[config.mk]
export PLATFORM = sky130hd
export DESIGN_NAME = serial_add_sequencer
export DESIGN_NICKNAME = d
export VERILOG_FILES = /design/src/rtl/serial_add_sequencer_pkg.sv /design/src/rtl/serial_add_sequencer_add4_slice.sv /design/src/rtl/serial_add_sequencer.sv
export SDC_FILE = /design/constraint.sdc
export NUM_CORES = 1
export LEC_CHECK = 0
export CAP_MARGIN = 5
export CORE_MARGIN = 10
export CORE_UTILIZATION = 62
export CTS_CLUSTER_SIZE = 28
export DETAILED_ROUTE_END_ITERATION = 8
export DONT_BUFFER_PORTS = 1
export GPL_TIMING_DRIVEN = 0
export MAX_ROUTING_LAYER = met4
export PLACE_DENSITY = 0.78
export SLEW_MARGIN = 20
export SYNTH_ARGS = -nofsm -noshare
export SYNTH_HDL_FRONTEND = slang
export SYNTH_HIERARCHICAL = 1
export SYNTH_SLANG_ARGS = --single-unit
[constraint.sdc]
create_clock -name clk -period 7.45 [get_ports clk]
set_input_delay 1.1175 -clock clk [delete_from_list [all_inputs] [get_ports clk]]
set_output_delay 1.1175 -clock clk [all_outputs]
set_load 0.02 [all_outputs]
[src/rtl/serial_add_sequencer_pkg.sv]
// Shared types and sizing helpers for the nibble-serial add/subtract sequencer.
package serial_add_sequencer_pkg;

  typedef enum logic [1:0] {
    IDLE = 2'd0,
    RUN  = 2'd1,
    DONE = 2'd2
  } state_t;

  localparam int SLICE_W = 4;

  function automatic int num_slices(input int width);
    return width / SLICE_W;
  endfunction

  // Slice index counter width; kept at least one bit so WIDTH=4 still has a register.
  function automatic int idx_width(input int width);
    int n;
    n = width / SLICE_W;
    return (n <= 1) ? 1 : $clog2(n);
  endfunction

endpackage

[src/rtl/serial_add_sequencer_add4_slice.sv]
// 4-bit ripple-carry adder made of gate-level full-adder cells; purely combinational.
module add4_slice (
  input  logic [3:0] a,
  input  logic [3:0] b,
  input  logic       cin,
  output logic [3:0] sum,
  output logic       cout
);

  logic [4:0] w_c;

  assign w_c[0] = cin;

  for (genvar i = 0; i < 4; i++) begin : g_fa
    assign sum[i]   = a[i] ^ b[i] ^ w_c[i];
    assign w_c[i+1] = (a[i] & b[i]) | (w_c[i] & (a[i] ^ b[i]));
  end

  assign cout = w_c[4];

endmodule

[src/rtl/serial_add_sequencer.sv]
// Adds or subtracts two WIDTH-bit operands one nibble per clock through a single shared
// 4-bit slice. start_* and done_* are valid/ready pairs: a transfer happens on a rising edge
// where both valid and ready are high; valid never depends on ready.
module serial_add_sequencer
  import serial_add_sequencer_pkg::*;
#(
  parameter int WIDTH = 16
) (
  input  logic             clk,
  input  logic             rst,
  input  logic             start_valid,
  output logic             start_ready,
  input  logic [WIDTH-1:0] X,
  input  logic [WIDTH-1:0] Y,
  input  logic             sub,
  input  logic             Ci,
  output logic [WIDTH-1:0] S,
  output logic             Co,
  output logic             done_valid,
  input  logic             done_ready,
  output logic             busy
);

  localparam int N  = num_slices(WIDTH);
  localparam int IW = idx_width(WIDTH);
  localparam logic [IW-1:0] LAST_IDX = IW'(N - 1);

  state_t           r_state;
  state_t           w_next_state;
  logic [WIDTH-1:0] r_op_a;
  logic [WIDTH-1:0] r_op_b;
  logic [WIDTH-1:0] r_s;
  logic             r_carry;
  logic             r_co;
  logic [IW-1:0]    r_idx;

  logic [WIDTH-1:0]   w_a_shift;
  logic [WIDTH-1:0]   w_b_shift;
  logic [SLICE_W-1:0] w_sum;
  logic               w_cout;
  logic               w_last;

  // Bring the current nibble down to bit 0 rather than using a multiplied part-select.
  assign w_a_shift = r_op_a >> {r_idx, 2'b00};
  assign w_b_shift = r_op_b >> {r_idx, 2'b00};
  assign w_last    = (r_idx == LAST_IDX);

  add4_slice u_slice (
    .a    (w_a_shift[SLICE_W-1:0]),
    .b    (w_b_shift[SLICE_W-1:0]),
    .cin  (r_carry),
    .sum  (w_sum),
    .cout (w_cout)
  );

  always_ff @(posedge clk) begin
    if (rst) r_state <= IDLE;
    else     r_state <= w_next_state;
  end

  always_comb begin
    w_next_state = r_state;
    start_ready  = 1'b0;
    done_valid   = 1'b0;
    busy         = 1'b0;
    case (r_state)
      IDLE: begin
        start_ready = 1'b1;
        if (start_valid) w_next_state = RUN;
      end
      RUN: begin
        busy = 1'b1;
        if (w_last) w_next_state = DONE;
      end
      DONE: begin
        busy       = 1'b1;
        done_valid = 1'b1;
        if (done_ready) w_next_state = IDLE;
      end
      default: w_next_state = IDLE;
    endcase
  end

  // Subtraction is X + ~Y + 1, so the borrow-free indication falls out as the final carry.
  always_ff @(posedge clk) begin
    if (rst) begin
      r_op_a  <= '0;
      r_op_b  <= '0;
      r_s     <= '0;
      r_carry <= 1'b0;
      r_co    <= 1'b0;
      r_idx   <= '0;
    end else begin
      case (r_state)
        IDLE: begin
          if (start_valid) begin
            r_op_a  <= X;
            r_op_b  <= sub ? ~Y : Y;
            r_carry <= sub ? 1'b1 : Ci;
            r_idx   <= '0;
            r_s     <= '0;
          end
        end
        RUN: begin
          r_s[{r_idx, 2'b00} +: SLICE_W] <= w_sum;
          r_carry <= w_cout;
          if (w_last) begin
            r_co  <= w_cout;
            r_idx <= '0;
          end else begin
            r_idx <= r_idx + 1'b1;
          end
        end
        default: ;
      endcase
    end
  end

  assign S  = r_s;
  assign Co = r_co;

endmodule

Word level (Yosys, flattened, before mapping)
Index checks and enable logic that the tools add are counted.
{ "totals": {"reg_bits": 54, "word_cells": 64, "output_inout_bits": 20, "in_bits": 38} }
{ "op_classes": {"reduce_logical": 7, "n_eq_ne": 6, "shifts": 4, "muxes": 17, "add_sub_neg": 2, "bitwise": 21} }
{ "ops": {"columns": ["operator", "count"], "rows": [
  ["$mux W16", 2],
  ["$pmux W16 S2", 1],
  ["$shr A16 B4 Y4", 2],
  ["$bwmux W16", 1],
  ["$not A16 Y16", 1],
  ["$shift A4 B6 Y16 const A", 1],
  ["$shiftx A4 B6 Y16", 1],
  ["$mux W2", 5],
  ["$and A1 B1 Y1", 8],
  ["$xor A1 B1 Y1", 8],
  ["$ne A2 B2 Y1 const B", 3],
  ["$neg A4 Y6", 1],
  ["$pmux W2 S3", 1],
  ["$reduce_and A2 Y1", 3],
  ["$mux W1", 5],
  ["$eq A2 B2 Y1 const B", 2],
  ["$or A1 B1 Y1", 4],
  ["$pmux W2 S2", 1],
  ["$reduce_and A3 Y1", 1],
  ["$add A2 B1 Y2 const B", 1],
  ["$eq A2 B1 Y1 const B", 1],
  ["$logic_not A2 Y1", 1],
  ["$pmux W1 S2", 1],
  ["$reduce_bool A2 Y1", 1],
  ["$reduce_or A2 Y1", 1]
]} }

Logic depth before layout (Yosys ltp)
{ "depth": {"ltp_word": 12, "ltp_mapped": 14, "ltp_nobuf": 12} }

By module
Netlist, hierarchy kept.
{ "modules_own_cells": {"columns": ["mod", "instances", "seq_area_each_um2", "cells_each", "area_each_um2"], "rows": [
  ["serial_add_sequencer", 1, 1081.0, 292, 2701.3],
  ["add4_slice", 1, 0.0, 14, 117.6]
]} }

Worst setup path after synthesis
Ideal clock, no wire load.
{ "synth_path": {"path_kind": "register -> register", "startpoint": "register r_idx[0]", "endpoint": "register r_s[15], in the netlist S[15]", "period_less_slack_ps": 3223, "slack_ps": 4227, "t_required_ps": 7391, "t_arrival_ps": 3164, "setup_time_ps": 59, "n_path_buf": 2, "path_stages_with_launch": 15, "path_cell_list": "dfxtp_1 buf_6 buf_4 mux4_2 fa_1 inv_1 fa_1 inv_1 fa_1 inv_1 fa_1 inv_1 nor4bb_1 nand4_1 nand2_1"} }
{ "synth_between": {"elab_chain_len": 12, "elab_cells_between_ends": 24, "classes_between": "1 x add/sub; 4 x shift; 2 x mux; 17 x bitwise"} }
{ "synth_rtl": {"columns": ["item", "line_no", "text"], "rows": [
  ["start: declaration", "serial_add_sequencer.sv:35", "logic [IW-1:0] r_idx;"],
  ["start signal: assignment", "serial_add_sequencer.sv:111", "r_idx <= r_idx + 1'b1;"],
  ["$shr A16 B4 Y4 *", "serial_add_sequencer.sv:45", "assign w_b_shift = r_op_b >> {r_idx, 2'b00};"],
  ["named net w_b_shift[0]", "serial_add_sequencer.sv:38", "logic [WIDTH-1:0] w_b_shift;"],
  ["$xor A1 B1 Y1", "serial_add_sequencer_add4_slice.sv:16", "assign w_c[i+1] = (a[i] & b[i]) | (w_c[i] & (a[i] ^ b[i]));"],
  ["$and A1 B1 Y1", "serial_add_sequencer_add4_slice.sv:16", null],
  ["$or A1 B1 Y1 *", "serial_add_sequencer_add4_slice.sv:16", null],
  ["$and A1 B1 Y1 *", "serial_add_sequencer_add4_slice.sv:16", null],
  ["$or A1 B1 Y1 *", "serial_add_sequencer_add4_slice.sv:16", null],
  ["$and A1 B1 Y1 *", "serial_add_sequencer_add4_slice.sv:16", null],
  ["$or A1 B1 Y1 *", "serial_add_sequencer_add4_slice.sv:16", null],
  ["$xor A1 B1 Y1 *", "serial_add_sequencer_add4_slice.sv:15", "assign sum[i] = a[i] ^ b[i] ^ w_c[i];"],
  ["named net w_sum[3]", "serial_add_sequencer.sv:39", "logic [SLICE_W-1:0] w_sum;"],
  ["$shiftx A4 B6 Y16 *", "serial_add_sequencer.sv:105", "r_s[{r_idx, 2'b00} +: SLICE_W] <= w_sum;"],
  ["$bwmux W16 *", "serial_add_sequencer.sv:105", null],
  ["$pmux W16 S2 *", "serial_add_sequencer.sv:94", "case (r_state)"],
  ["end signal: indexed assignment", "serial_add_sequencer.sv:105", null],
  ["end: declaration", "serial_add_sequencer.sv:32", "logic [WIDTH-1:0] r_s;"]
]} }
Mark *: on every way through the listed nets, which the timed path passes. The rest lies on a longest branch.
A chain may end at the register's enable or synchronous reset.

Worst setup path in the final report
Same ends and word-level chain as after synthesis.

==> flow_metrics.env <==
export IMPL_grt_pass1_vias=2200
export IMPL_cpMaxStageDelayCell="mux4_2"
export IMPL_ys_seq_area_frac=0.3835
export IMPL_clock_sinks=54
export IMPL_muxShareOfSynthArea=0.07634
export IMPL_worstPathCellList="buf_6, buf_4, mux4_2, fa_1, inv_1, fa_1, inv_1, fa_1, inv_1, fa_1, inv_1, nor4bb_1, nand4_1, nand2_1"
export IMPL_design_area_um2=2960
export IMPL_final_cells=365
export IMPL_slew_violations=0
export IMPL_ir_worst_vdd_uv=128.8
export IMPL_grt_first_pass_wirelength_mm=10.46
export IMPL_synthAdderAreaFrac=0.06835
export IMPL_initial_core_util=0.6430
export IMPL_wl_per_cell_um=17.57
export IMPL_numCtsBuffers=5
export IMPL_finalClockSkew_ps=7.987
export IMPL_rsz0062_at_grt="false"
export IMPL_synth_simple_gate_area_frac=0.2086
export IMPL_synth_ff_type="dfxtp_1"
export IMPL_ff_latch_area_um2=1081
export IMPL_worstSetupPathType="reg2reg"
export IMPL_drt_total_wl_mm=6.412
export IMPL_synth_top_cells_by_count="dfxtp_1 (54), nand2_1 (42), a21oi_1 (31)"
export IMPL_ys_async_sr_fraction=0
export IMPL_power_leakage_nw=1.105
export IMPL_path_delay_family="adder cells"
export IMPL_sw_frac_of_total=0.3292
export IMPL_synth_area_leaders="dfxtp_1 (38%), mux4_2 (6.4%), nand2_1 (5.6%), a21oi_1 (5.5%), xnor2_1 (5.0%)"
export IMPL_clk_latency_ps=310
export IMPL_hp_class="reg2reg"
export IMPL_hold_viol=0
export IMPL_cts_setup_buffers=0
export IMPL_final_period_utilization=0.4830
export IMPL_cts_tree="yes"
export IMPL_synth_xor_xnor_area_share=0.04971
export IMPL_p_int_mw=0.4640
export IMPL_max_stage_delay_ps=550
export IMPL_placed_area_um2=2884
export IMPL_totalNegativeSetupSlack_ps=0
export IMPL_p_switching_mw=0.2277
export IMPL_portBuffers=0
export IMPL_cp_end_kind="flop"
export IMPL_cts_hold_buffers=0
export IMPL_hpwl_mm=4.835
export IMPL_vias=2153
export IMPL_post_cts_resized=0
export IMPL_drive_above_1_share=0.1150
export IMPL_synth_seq_cells=54
export IMPL_p_per_area_nw_per_um2=233.7
export IMPL_netlist_area_um2=2819
export IMPL_crit_buf_inv=6
export IMPL_synth_top_family_by_area="simple AND/OR/NAND/NOR gates"
export IMPL_placed_cells=358
export IMPL_synth_cells=306
export IMPL_setup_viol=0
export IMPL_io_pins=58
export IMPL_fp_dieH_um=87.43
export IMPL_synth_edf_count=0
export IMPL_clkPwrFrac=0.228
export IMPL_nFillCells=375
export IMPL_core_region_area_um2=4384
export IMPL_h_tree_depth=2
export IMPL_synth_most_common_cell="dfxtp_1"
export IMPL_max_slew_margin=0.6492
export IMPL_required_ps=7710
export IMPL_fin_crit_ps=3599
export IMPL_synth_top_area_frac=0.3835
export IMPL_num_antenna_cells=0
export IMPL_gp_congestion=0.8883
export IMPL_path_clk_slew_ps=90
export IMPL_final_nets=364
export IMPL_routed_via_density=5.899
export IMPL_synth_compound_area_frac=0.1420
export IMPL_grtUsageTotal=0.1756
export IMPL_startpoint_type="flop"
export IMPL_status="completed"
export IMPL_multi_input_area_um2=1536
export IMPL_syn_num_nets=357
export IMPL_dr_pass1_iters=5
export IMPL_fmax_ghz=0.2779
export IMPL_tightest_slew_ps=526.3
export IMPL_place_ws_ps=3884
export IMPL_synth_distinct_cells=37
export IMPL_rows=24
export IMPL_yosysWarnings=6
export IMPL_drc=0
export IMPL_setup_ws_ps=3851
export IMPL_crit_arrival_ps=3860
export IMPL_combPwrFrac=0.295
export IMPL_die_area_um2=7644
export IMPL_grt_max_degree=15
export IMPL_synth_top_area_cell="dfxtp_1"
export IMPL_ant_nets=0
export IMPL_max_cap_viol_count=0
export IMPL_syn_area_per_cell_um2=9.212
export IMPL_min_delay_path_depth=2
export IMPL_path_depth=14
export IMPL_hold_ws_ps=460.4
export IMPL_layout_area_overhead_vs_synth_pct=5.016
export IMPL_grt_ovfl_total=0
export IMPL_root_buffer="clkbuf_8"
export IMPL_antenna_found_initial=0
export IMPL_path_max_fanout=10
export IMPL_rr_worst_depth=14
export IMPL_dieWidth_um=87.43
export IMPL_seq_power_share=0.477
export IMPL_first_iter_violations=125
export IMPL_cts_max_path_buffers=2
[placed cells by master (no fill, tap or decap), drive strengths merged]
cell type,n
or4b,1
a31o,4
nor3b,1
a211oi,16
nand4,12
and4b,1
o21ai,12
o311ai,1
and4bb,2
nand2b,12
a21oi,31
o22ai,1
clkbuf,11
nand2,42
dfxtp,54
mux2,1
mux2i,2
fa,4
ha,9
nor2b,9
xnor2,16
inv,15
buf,19
a31oi,1
nor4bb,7
mux4,8
and2,1
nand3,1
and3b,2
a311oi,1
nor2,16
[kinds of logic after synthesis]
family / after synthesis
buf+inv: 38
fa+ha+maj: 13
simple gates: 107
compound gates: 67
flops: 54
xor+xnor: 16
mux: 11
[tightest hold or removal path, delay by kind of cell, from the launching register on]
kind               cells  cell delay, ps
AOI/OAI and AO/OA      1              50
and+or+nand+nor        1              50
DFF                    1             320
[flip-flops by register name, indices dropped and copies added (netlist names)]
| name | count |
|---|---|
| r_op_b | 16 |
| r_carry | 1 |
| S | 16 |
| r_idx | 2 |
| Co | 1 |
| r_op_a | 16 |
| r_state | 2 |
[path summary, 6_finish.rpt]
check                           slack, ps    endpoint        from
worst max-delay path                 3850       S[15]    r_idx[0]
worst min-delay path                  460  r_op_a[12]  r_op_a[12]
worst max register to register       3850       S[15]    r_idx[0]
worst min register to register        460  r_op_a[12]  r_op_a[12]
[metal layers]
| layer | share of wire | GRT usage | wire (µm) | vias up |
|---|---|---|---|---|
| li1 | - | - | - | 1070 |
| met1 | 0.42 | 0.1906 | 2709 | 1014 |
| met2 | 0.52 | 0.3049 | 3306 | 56 |
| met3 | 0.042 | 0.03745 | 269 | 13 |
| met4 | 0.020 | 0.06667 | 127 | 0 |
| met5 | 0 | - | 0 | - |
[metrics by stage]
stage,util,power (mW)
after detailed placement,0.6578,0.5401
final,0.6752,0.6917
after global placement,0.6578,0.5333
after global routing,0.6752,0.7289
after CTS,0.6752,0.6918
after floorplan,-,0.4928
[power by group through the flow]
stage / registers (mW) / logic (mW) / clock network [mW]
5_1_grt: 0.333 / 0.227 / 0.169
4_1_cts: 0.330 / 0.204 / 0.158
3_3_place_gp: 0.335 / 0.198 / 0
6_report: 0.330 / 0.204 / 0.158
3_5_place_dp: 0.337 / 0.204 / 0
2_1_floorplan: 0.332 / 0.161 / 0
[area by class of cell]
cell class | instances | area share
Inverter | 15 | 0.01902
Tap cell | 52 | 0.02198
Multi-Input combinational cell | 214 | 0.5190
Clock buffer | 7 | 0.02578
Buffer | 23 | 0.04903
Sequential cell | 54 | 0.3652
Note: power is estimated with default switching activity, not from simulation.
